$ cat config.mk
export PLATFORM = sky130hd
export DESIGN_NAME = if0_fetch
export DESIGN_NICKNAME = d
export VERILOG_FILES = /design/src/rtl/if0_fetch_pkg.sv /design/src/rtl/if0_fetch_fifo.sv /design/src/rtl/if0_fetch.sv
export SDC_FILE = /design/constraint.sdc
export NUM_CORES = 1
export LEC_CHECK = 0
export ABC_AREA = 1
export BUFFER_PORTS_ARGS = -buffer_cell sky130_fd_sc_hd__buf_2
export CAP_MARGIN = 20
export CORE_UTILIZATION = 40
export CTS_BUF_LIST = sky130_fd_sc_hd__clkbuf_4
export CTS_CLUSTER_SIZE = 8
export DETAILED_ROUTE_END_ITERATION = 7
export HOLD_SLACK_MARGIN = 0.12
export SKIP_CTS_REPAIR_TIMING = 1
export SLEW_MARGIN = 20
export SYNTH_ARGS = -nofsm -noshare
export SYNTH_HDL_FRONTEND = slang
export SYNTH_SLANG_ARGS = --single-unit
export TNS_END_PERCENT = 100
$ cat constraint.sdc
create_clock -name clk_i -period 4.65 [get_ports clk_i]
set_clock_uncertainty 0.05 [all_clocks]
set_input_delay 0.2325 -clock clk_i [delete_from_list [all_inputs] [get_ports clk_i]]
set_output_delay 0.2325 -clock clk_i [all_outputs]
set_load 0.02 [all_outputs]
$ cat src/rtl/if0_fetch_pkg.sv
// rtl/if0_fetch_pkg.sv - shared constants and types for the if0 fetch stage
package if0_fetch_pkg;

    localparam int RegW = 32;
    localparam logic [RegW-1:0] LOONG_PC_START_ADDR = 32'h1C00_0000;
    localparam logic [RegW-1:0] INST_STEP = 32'd4;

    typedef logic [RegW-1:0] word_t;

    // One buffered instruction as handed to if1
    typedef struct packed {
        word_t pc;
        word_t inst;
    } fetch_entry_t;

    // Sequential fetch address; wraps modulo 2^RegW
    function automatic word_t next_pc(input word_t pc);
        return pc + INST_STEP;
    endfunction

endpackage

$ cat src/rtl/if0_fetch_fifo.sv
// rtl/if0_fetch_fifo.sv - synchronous FIFO with flush, used for tags and fetched instructions
module fetch_fifo #(
    parameter int WIDTH = 32,
    parameter int DEPTH = 4,
    localparam int PTR_W = (DEPTH > 1) ? $clog2(DEPTH) : 1,
    localparam int CNT_W = $clog2(DEPTH + 1)
) (
    input  logic             clk_i,
    input  logic             rst_ni,
    input  logic             push_i,
    input  logic [WIDTH-1:0] push_data_i,
    input  logic             pop_i,
    input  logic             flush_i,
    output logic [WIDTH-1:0] head_o,
    output logic [CNT_W-1:0] count_o,
    output logic             full_o,
    output logic             empty_o
);

    logic [WIDTH-1:0] mem [DEPTH];
    logic [PTR_W-1:0] rd_ptr;
    logic [PTR_W-1:0] wr_ptr;
    logic [CNT_W-1:0] count;
    logic             do_push;
    logic             do_pop;

    function automatic logic [PTR_W-1:0] ptr_inc(input logic [PTR_W-1:0] p);
        return (p == PTR_W'(DEPTH - 1)) ? '0 : p + 1'b1;
    endfunction

    assign empty_o = (count == '0);
    assign full_o  = (count == CNT_W'(DEPTH));
    assign count_o = count;
    // A pop frees the slot a simultaneous push needs, so full+pop+push is legal
    assign do_pop  = pop_i && !empty_o;
    assign do_push = push_i && (!full_o || do_pop);
    // Head reads as zero when empty so downstream sees clean data
    assign head_o  = empty_o ? '0 : mem[rd_ptr];

    // Pointer and occupancy bookkeeping; flush wins over push/pop
    always_ff @(posedge clk_i or negedge rst_ni) begin
        if (!rst_ni) begin
            rd_ptr <= '0;
            wr_ptr <= '0;
            count  <= '0;
        end else if (flush_i) begin
            rd_ptr <= '0;
            wr_ptr <= '0;
            count  <= '0;
        end else begin
            if (do_push) begin
                wr_ptr <= ptr_inc(wr_ptr);
            end
            if (do_pop) begin
                rd_ptr <= ptr_inc(rd_ptr);
            end
            count <= count + CNT_W'(do_push) - CNT_W'(do_pop);
        end
    end

    // Storage array; contents are only observed through the occupancy-gated head
    always_ff @(posedge clk_i) begin
        if (do_push && !flush_i) begin
            mem[wr_ptr] <= push_data_i;
        end
    end

endmodule

$ cat src/rtl/if0_fetch.sv
// rtl/if0_fetch.sv - PC sequencer and imem request/response front end
module if0_fetch
    import if0_fetch_pkg::*;
#(
    parameter int DEPTH = 4
) (
    input  logic            clk_i,
    input  logic            rst_ni,
    input  logic            redirect_valid_i,
    input  logic [RegW-1:0] redirect_pc_i,
    output logic            imem_req_o,
    output logic [RegW-1:0] imem_addr_o,
    input  logic            imem_gnt_i,
    input  logic            imem_rvalid_i,
    input  logic [RegW-1:0] imem_rdata_i,
    output logic            if_valid_o,
    output logic [RegW-1:0] if_pc_o,
    output logic [RegW-1:0] if_inst_o,
    input  logic            if_allow_i
);

    localparam int CNT_W = $clog2(DEPTH + 1);
    localparam logic [CNT_W:0] CREDIT_MAX = (CNT_W + 1)'(DEPTH);

    word_t            fetch_pc;
    word_t            fetch_pc_d;
    logic [CNT_W-1:0] inflight;
    logic [CNT_W-1:0] inflight_d;
    logic [CNT_W-1:0] discard;
    logic [CNT_W-1:0] discard_d;
    logic [CNT_W-1:0] tag_count;
    logic [CNT_W-1:0] out_count;
    logic             tag_full;
    logic             tag_empty;
    logic             out_full;
    logic             out_empty;
    word_t            tag_head;
    fetch_entry_t     out_push_data;
    fetch_entry_t     out_head;
    logic             grant;
    logic             resp;
    logic             out_push;
    logic             out_pop;
    logic             unused_flags;

    // Credit covers both outstanding requests and buffered instructions, so
    // every response always has a slot waiting for it
    assign imem_req_o  = !redirect_valid_i &&
                         (({1'b0, inflight} + {1'b0, out_count}) < CREDIT_MAX);
    assign imem_addr_o = fetch_pc;
    assign grant       = imem_req_o && imem_gnt_i;
    // A response with nothing outstanding is a protocol error and is ignored
    assign resp        = imem_rvalid_i && (inflight != '0);
    // Responses owed from before a redirect, or arriving during one, are dropped
    assign out_push    = resp && (discard == '0) && !redirect_valid_i;
    assign out_pop     = if_valid_o && if_allow_i;

    assign out_push_data = '{pc: tag_head, inst: imem_rdata_i};
    assign if_valid_o    = !out_empty;
    assign if_pc_o       = out_head.pc;
    assign if_inst_o     = out_head.inst;
    assign unused_flags  = tag_full ^ tag_empty ^ out_full;

    // Addresses of granted requests, consumed in order as responses return
    fetch_fifo #(
        .WIDTH (RegW),
        .DEPTH (DEPTH)
    ) u_tag_fifo (
        .clk_i       (clk_i),
        .rst_ni      (rst_ni),
        .push_i      (grant),
        .push_data_i (fetch_pc),
        .pop_i       (resp),
        .flush_i     (1'b0),
        .head_o      (tag_head),
        .count_o     (tag_count),
        .full_o      (tag_full),
        .empty_o     (tag_empty)
    );

    // Fetched {pc, inst} pairs waiting for if1
    fetch_fifo #(
        .WIDTH (2 * RegW),
        .DEPTH (DEPTH)
    ) u_out_fifo (
        .clk_i       (clk_i),
        .rst_ni      (rst_ni),
        .push_i      (out_push),
        .push_data_i (out_push_data),
        .pop_i       (out_pop),
        .flush_i     (redirect_valid_i),
        .head_o      (out_head),
        .count_o     (out_count),
        .full_o      (out_full),
        .empty_o     (out_empty)
    );

    // Next PC, outstanding count and discard count from grant/response/redirect
    always_comb begin
        fetch_pc_d = fetch_pc;
        inflight_d = inflight + CNT_W'(grant) - CNT_W'(resp);
        discard_d  = discard;
        if (grant) begin
            fetch_pc_d = next_pc(fetch_pc);
        end
        if (redirect_valid_i) begin
            fetch_pc_d = redirect_pc_i;
            discard_d  = inflight - CNT_W'(resp);
        end else if (resp && (discard != '0)) begin
            discard_d = discard - 1'b1;
        end
    end

    // Fetch state registers
    always_ff @(posedge clk_i or negedge rst_ni) begin
        if (!rst_ni) begin
            fetch_pc <= LOONG_PC_START_ADDR;
            inflight <= '0;
            discard  <= '0;
        end else begin
            fetch_pc <= fetch_pc_d;
            inflight <= inflight_d;
            discard  <= discard_d;
        end
    end

    // The memory must never answer a request this block did not issue
    a_no_orphan_rvalid: assert property (@(posedge clk_i) disable iff (!rst_ni)
        imem_rvalid_i |-> (inflight != '0));

    // Every outstanding request owns exactly one tag entry
    a_tag_tracks_inflight: assert property (@(posedge clk_i) disable iff (!rst_ni)
        tag_count == inflight);

endmodule

After elaboration in Yosys (flattened, before gate mapping)
Memories as Yosys holds them, arrays and structs flattened.
Cells that the tools add are included.
Widths: inputs -> output; s select.
- multiplexer cells: 19
- add/sub/neg operators: 14
- reductions and logical operators: 28
- equal/unequal tests: 6
- $lt $le $gt $ge: 1
- operators with widths (cell ; number):
    $mux 32 ; 3
    $mux 64 ; 1
    $add 32x3->32 const B ; 1
    $mux 2 ; 8
    $logic_and 1x1->1 ; 12
    $sub 3x1->3 ; 4
    $add 3x1->3 ; 3
    $logic_not 3->1 ; 3
    $mux 3 ; 3
    $add 2x1->2 const B ; 4
    $eq 2x2->1 const B ; 4
    $reduce_bool 2->1 ; 4
    $eq 3x3->1 const B ; 2
    $reduce_bool 3->1 ; 2
    $logic_not 1->1 ; 5
    $add 3x3->4 ; 1
    $lt 4x3->1 const B ; 1
    $mux 1 ; 4
    $sub 3x1->3 const B ; 1
    $logic_or 1x1->1 ; 2
- memory bits (writable): 384
- input bits: 70
- memories kept: 2
- word-level logic and storage cells: 79
- bits in registers: 52
- output and inout port bits: 98
- memories (memory ; depth ; width ; read ports ; clocked after memory_dff ; wr ports ; RTL line ; source):
    u_out_fifo.mem ; 4 ; 64 ; 1 ; 0 ; 1 ; if0_fetch_fifo.sv:20 ; logic [WIDTH-1:0] mem [DEPTH];
    u_tag_fifo.mem ; 4 ; 32 ; 1 ; 0 ; 1 ; if0_fetch_fifo.sv:20 ;

Depth between registers and ports, before layout
Gate-level depths: netlist of the first run.
- depth in word-level cells: 9
- mapped depth: 13
- gate-level depth less buffers: 13

Hierarchy
Synthesis of the first run repeated with hierarchy kept, for this count alone.
- cells, all modules: 1792
- area, all modules: 18868.1 um2
- by module, submodules not included (module ; instances ; area an instance (um2) ; cells an instance ; sequential area each (um2)):
    fetch_fifo at u_out_fifo ; 1 ; 10505.1 ; 882 ; 7862.5
    fetch_fifo at u_tag_fifo ; 1 ; 5530.3 ; 473 ; 4018.9
    if0_fetch ; 1 ; 2832.7 ; 437 ; 954.7

Least setup slack after synthesis of the first run
Ideal clock, no wire load.
- path type: register to register
- start: reg discard[0]
- end: mem u_out_fifo.mem[0][0] (netlist name), enable pin
- data required time: 4.114 ns
- period minus slack after synthesis: 4.190 ns
- cell stages (with the launch flop): 9
- buffers on the path: 0
- slack: 0.460 ns
- setup time: 0.486 ns
- arrival time: 3.654 ns
- cell sequence: dfrtp_1 inv_1 ha_1 inv_1 nor2_1 nand2_1 nor2_1 nand2_1 nor2_1
- word-level cells in the longest chain between the ends: 7
- ends and longest elaborated chain (element ; RTL line ; source):
    from (decl) ; if0_fetch.sv:29 ; logic [CNT_W-1:0] discard;
    from (signal assigned) ; if0_fetch.sv:123 ; discard <= discard_d;
    $logic_not 3->1 ; if0_fetch.sv:55 ; assign out_push = resp && (discard == '0) && !redirect_valid_i;
    $logic_and 1x1->1 (2 in series) ; if0_fetch.sv:55 ;
    $logic_and 1x1->1 ; if0_fetch_fifo.sv:36 ; assign do_push = push_i && (!full_o || do_pop);
    $logic_and 1x1->1 ; if0_fetch_fifo.sv:63 ; if (do_push && !flush_i) begin
    $mux 1 ; if0_fetch_fifo.sv:63 ;
    $mux 1 (implied by the code) ; if0_fetch_fifo.sv:64 ; mem[wr_ptr] <= push_data_i;
    to (decl) ; if0_fetch_fifo.sv:20 ;
No other way between the ends.

Final worst setup path of the first run
- start: reg u_out_fifo.rd_ptr[0]
- end: out if_pc_o[10]
- word-level cells in the longest chain between the ends: 2
- ends and longest elaborated chain (element ; RTL line ; source):
    from (decl) ; if0_fetch_fifo.sv:21 ; logic [PTR_W-1:0] rd_ptr;
    from (signal assigned) ; if0_fetch_fifo.sv:55 ; rd_ptr <= ptr_inc(rd_ptr);
    $mem_v2 4x64 ; -- ;
    $mux 64 ; if0_fetch_fifo.sv:38 ; assign head_o = empty_o ? '0 : mem[rd_ptr];
    to (decl) ; if0_fetch.sv:17 ; output logic [RegW-1:0] if_pc_o,
No other way between the ends.

==> run summary, run 1 <==
Outcome: complete, no violations
Final Hold Fails: 0
Grt met1 use: 0.2516
Synth Area in Adders: 0.01882
Max-cap viol count: 0
Final worst setup slack: 1296 ps
Mean Syn Cell Area: 11.07 µm²
Main combinational cell family by area after synthesis: simple AND/OR/NAND/NOR gates
Initial Util: 0.4064
Pleak: 8.614 nW
Post-Synth XOR/XNOR Area: 0.008936
GRT Util Overall: 0.1835
Routed vias/inst: 4.911
Syn_nets: 1765
Count of yosys warnings during synthesis: 0
DP HPWL: 24680 µm
Root Driver: clkbuf_4
WP data arrival: 3070 ps
CTS tree: done
Complex-gate fraction of the synthesized area: 0.09024
Largest vdd supply drop: 331.8 µV
Period utilization: 0.7213
Hold_ws: 170.5 ps
Post-synthesis simple-gate area fraction: 0.1475
Initial detailed-routing violation count: 822
Main area contributors after synthesis: edfxtp_1 62%, nor2_1 9.0%, dfrtp_1 6.6%
Initial antenna violation count: 1
Largest net degree at the start of global routing: 100
Post-route design area: 0.02240 mm²
GR Layer Usage met2: 0.2948
Worst path cell trace: inv_2, buf_12, o21ai_0, a21oi_1, buf_2
FMAX: 298.2 MHz
Total negative slack: 0 ps
Cell count after synthesis: 1669
DRT Pass-1 Iters: 5
Cell count after placement: 2372
Post-synth top area share: 0.6239
CP Capture Type: primary output
CP max stage cell: dfrtp_4
Hold Crit Class: input pin to register
Final net count: 2091
Max-slew violations: 0
Crit-path max FO: 99
CTS clk-pin slew, worst paths: 60 ps
Routed Antenna Nets: 0
Cell taking the most area after synthesis: edfxtp_1
Grt peak-use layer: met2
CP Class: register to primary output
Core area: 0.04548 mm²
Worst-margin pin slew: 1017 ps
Row cnt: 78
Critical path buffers and inverters: 3
H-Tree Depth: 3
CTS buffer count: 109
Total routed wirelength: 43720 µm
Vias in the first global route: 12430
# clock sinks: 436
DR DRC count: 0
Unique masters post-synth: 33
Post-synthesis sequential element count: 436
Filler-free cell count of the finished design: 2672
Period minus WS final: 3354 ps
DIE WIDTH: 217.0 µm
Routed len/inst: 16.36 µm
Layout area overhead: 21.21%
Clk Latency, worst-skew pair: 760 ps
Port Buf Inserts: 167
Final GP Congestion: 0.7917
Share of cells above drive strength 1: 0.1922
Area of the multi-input gates: 0.004959 mm²
Worst R2R Setup Slack: 1790 ps
Mux contribution to synthesized area: 0
Setup violation total in the final timing report: 0
Storage cell area: 0.01284 mm²
Slew margin rel.: 0.3220
Met3 Use GR: 0.03117
CP top delay family: buffers and inverters
Slowest stage delay, CP: 680 ps
Power per cell area: 555.0 mW/mm²
CTS max path bufs: 3
# fillers: 4170
Sequential fraction of the synthesis area: 0.6945
DR vias: 13120
Post-Syn Area: 0.01848 mm²
Startpoint Class: register
Die Ht: 217.0 µm
Total power: 12.43 mW
Critical path required time: 4370 ps
Pre-CTS setup slack: 1652 ps
Placed standard-cell area: 0.01992 mm²
First-pass GRT wire length: 67210 µm
Boundary pin count: 168
Grt ovf: 0
RSZ-0062 raised after global routing: no
Final Util: 0.4926
DIE AREA: 0.04707 mm²
where the power goes:
part	switching, mW	internal, mW
clock	1.46	1.65
sequential	0.391	4.95
combinational	2.75	1.23
placed cells by master, fill, tap and decap left out, types with 5 or more instances in the layout:
| cell | count |
|---|---|
| nor2_1 | 433 |
| dlygate4sd3_1 | 112 |
| edfxtp_1 | 384 |
| inv_1 | 87 |
| buf_2 | 167 |
| nand2_2 | 5 |
| xor2_1 | 9 |
| o211ai_1 | 8 |
| nor2_2 | 10 |
| nand3_1 | 33 |
| o21ai_0 | 215 |
| clkinv_1 | 17 |
| ha_1 | 23 |
| clkbuf_4 | 164 |
| a21oi_1 | 97 |
| nor2_4 | 10 |
| dfrtp_1 | 46 |
| xnor2_1 | 8 |
| buf_4 | 17 |
| o21ai_1 | 8 |
| nand2_1 | 186 |
layout make-up:
| class | count | area share |
|---|---|---|
| well taps | 600 | 0.03351 |
| diodes | 1 | 0.0001117 |
| clock buffers | 164 | 0.05496 |
| multi-input cells | 1058 | 0.2213 |
| repair buffers | 299 | 0.09573 |
| clock inverters | 23 | 0.005809 |
| flip-flops and latches | 436 | 0.5733 |
| inverters | 91 | 0.01525 |
Yosys cell counts (all sizes together):
cell type,number
a21oi,97
a31oi,1
buf,54
clkbuf,30
dfrtp,49
dfstp,3
edfxtp,384
fa,3
ha,23
inv,91
nand2,192
nand3,34
nand3b,1
nand4,1
nor2,453
nor3,3
o211ai,8
o21ai,223
or2,1
xnor2,8
xor2,10
sequential cells by signal, summed over array words and instances, names as in the netlist:
name	flops
u_out_fifo.count_o	3
discard	3
u_out_fifo.wr_ptr	2
imem_addr_o	32
u_out_fifo.mem	256
u_tag_fifo.rd_ptr	2
u_tag_fifo.mem	128
u_out_fifo.rd_ptr	2
u_tag_fifo.wr_ptr	2
inflight	3
u_tag_fifo.count_o	3
cell families after synthesis:
| kind of cell | Yosys count |
|---|---|
| compound gates | 329 |
| xor+xnor | 18 |
| fa+ha+maj | 26 |
| buf+inv | 175 |
| flops | 436 |
| simple gates | 685 |
per-layer routing:
metal,vias to the layer above,routed length (µm)
met2,347,20570
met4,0,916
met5,-,0
met1,6297,20150
li1,6405,-
met3,74,2082
worst paths after layout:
check	from	endpoint	cells past startpoint
max	u_out_fifo.rd_ptr[0]	if_pc_o[10]	5
min	imem_rdata_i[3]	u_out_fifo.mem[3][3]	2
max reg2reg	inflight[2]	u_tag_fifo.count_o[2]	10
min reg2reg	discard[2]	discard[2]	2
max in group asynchronous	rst_ni	u_out_fifo.rd_ptr[0]	4
min in group asynchronous	rst_ni	imem_addr_o[18]	4
(Power assumes the default switching activity.)
==> inputs of run 2 (changes only) <==
==> constraint.sdc (replaced) <==
create_clock -name clk_i -period 3.4 [get_ports clk_i]
set_clock_uncertainty 0.05 [all_clocks]
set_input_delay 0.17 -clock clk_i [delete_from_list [all_inputs] [get_ports clk_i]]
set_output_delay 0.17 -clock clk_i [all_outputs]
set_load 0.02 [all_outputs]
==> run 2 against run 1 <==
Against the previous run:
- die area unchanged
- global-route usage increased by 0.24 points
- worst hold slack improved by 77 ps
- cell count increased by 3.1%
- total power increased by 39%
- flip-flop and latch count unchanged
- critical path depth unchanged
- critical endpoint is now if_pc_o[25]
- largest power group unchanged
==> run summary, run 2 (synthesis gave the netlist of run 1 again) <==
WP data arrival: 2860 ps
Crit-path max FO: 66
FMAX: 324.8 MHz
GRT Util Overall: 0.1859
Seq pwr share: 0.421
Sw Ratio: 0.3704
Period minus WS final: 3079 ps
Grt ovf: 0
Boundary pin count: 168
CTS clk-pin slew, worst paths: 60 ps
Period utilization: 0.9056
DP HPWL: 25190 µm
Pint: 10.85 mW
# fillers: 4067
Final net count: 2163
Row cnt: 78
First-pass GRT wire length: 67970 µm
Final Hold Fails: 0
Share of cells above drive strength 1: 0.1923
Worst R2R Path Depth: 10
Vias in the first global route: 12600
Biggest register: u_out_fifo.mem
Routed vias/inst: 4.899
Initial Util: 0.4064
Worst path cell trace: or2_2, nor2_4, buf_4, a21oi_1, buf_2
Max-slew violations: 0
Clk Latency, worst-skew pair: 840 ps
CTS tree: done
Max-cap viol count: 0
Core area: 0.04548 mm²
CP max stage cell: buf_4
Clk network pwr share: 0.254
Die Ht: 217.0 µm
Cell count after placement: 2379
Initial detailed-routing violation count: 865
Pleak: 8.970 nW
Combinational Power Share: 0.325
Final GP Congestion: 0.8126
Hold Crit Class: input pin to register
DRT Pass-1 Iters: 5
Startpoint Class: register
Hold Path Depth: 5
Critical path required time: 3180 ps
Post-route design area: 0.02320 mm²
Root Driver: clkbuf_4
Total routed wirelength: 44970 µm
Most frequent cells in the layout: 433 x nor2_1, 384 x edfxtp_1, 215 x o21ai_0, 186 x nand2_1, 173 x dlygate4sd3_1
DIE AREA: 0.04707 mm²
Worst-margin pin slew: 930.7 ps
Initial antenna violation count: 2
H-Tree Depth: 3
Setup violation total in the final timing report: 0
CP Capture Type: primary output
Slew margin rel.: 0.3796
Most common cell after layout, fill and taps aside: nor2_1
DR vias: 13500
Power per cell area: 742.8 mW/mm²
CTS max path bufs: 3
Largest net degree at the start of global routing: 73
Port Buf Inserts: 167
DIE WIDTH: 217.0 µm
Outcome: complete, no violations
CTS buffer count: 112
Routed len/inst: 16.32 µm
Layout area overhead: 25.55%
NetSw: 6.385 mW
RSZ-0062 raised after global routing: no
CP Class: register to primary output
Filler-free cell count of the finished design: 2755
Max reg flops: 256
Routed Antenna Nets: 0
Placed standard-cell area: 0.02003 mm²
# clock sinks: 436
DR DRC count: 0
Largest vdd supply drop: 370.8 µV
Total power: 17.24 mW
Slowest stage delay, CP: 660 ps
run 2: cell type report:
class	instances	area, µm²	share of cell area
sequential	436	12840	0.5535
multi-input combinational	1058	4959	0.2137
timing repair buffer	368	2890	0.1246
clock buffer	167	1254	0.05403
tap	600	750.7	0.03235
inverter	91	341.6	0.01472
clock inverter	33	161.4	0.006956
antenna	2	5.005	0.0002157
run 2: final timing paths:
check                                 startpoint              endpoint  slack (ps)
setup / recovery           u_out_fifo.count_o[1]           if_pc_o[25]         320
hold / removal                     imem_rvalid_i            discard[2]         250
setup reg to reg                     inflight[2]       imem_addr_o[11]         560
hold reg to reg                      inflight[0]           inflight[0]         520
max in group asynchronous                 rst_ni  u_out_fifo.rd_ptr[0]        2560
min in group asynchronous                 rst_ni       imem_addr_o[26]         440
run 2: metrics by stage:
step | worst slack (ps) | util | TNS [ps] | hold slack, ps
after floorplan | -790.4 | - | -202350 | -175.6
after global placement | 1084 | 0.4405 | 0 | 313.1
after detailed placement | 1041 | 0.4405 | 0 | 312.7
after CTS | 229.1 | 0.4716 | 0 | -627.5
after global routing | 131.7 | 0.5102 | 0 | 210.2
final | 320.8 | 0.5102 | 0 | 247.3
run 2: per-layer routing:
layer,track usage,part of all wire
met3,0.03997,0.055
met4,0.06338,0.021
met2,0.2987,0.47
met1,0.2501,0.45
met5,0,0
run 2: worst max-delay path: cells and delay by family, from the launching register on:
family          cells  cell delay, ps
buf+inv             2             880
compound gates      1             180
flops               1             450
simple gates        2             440
run 2: power by group through the flow:
stage | Clock [mW] | Sequential, mW | Combinational, mW
after floorplan | 0 | 7.30 | 3.54
after global placement | 0 | 7.34 | 5.28
after detailed placement | 0 | 7.36 | 5.36
after CTS | 4.51 | 7.25 | 5.38
after global routing | 4.78 | 7.32 | 6.26
final | 4.37 | 7.26 | 5.61
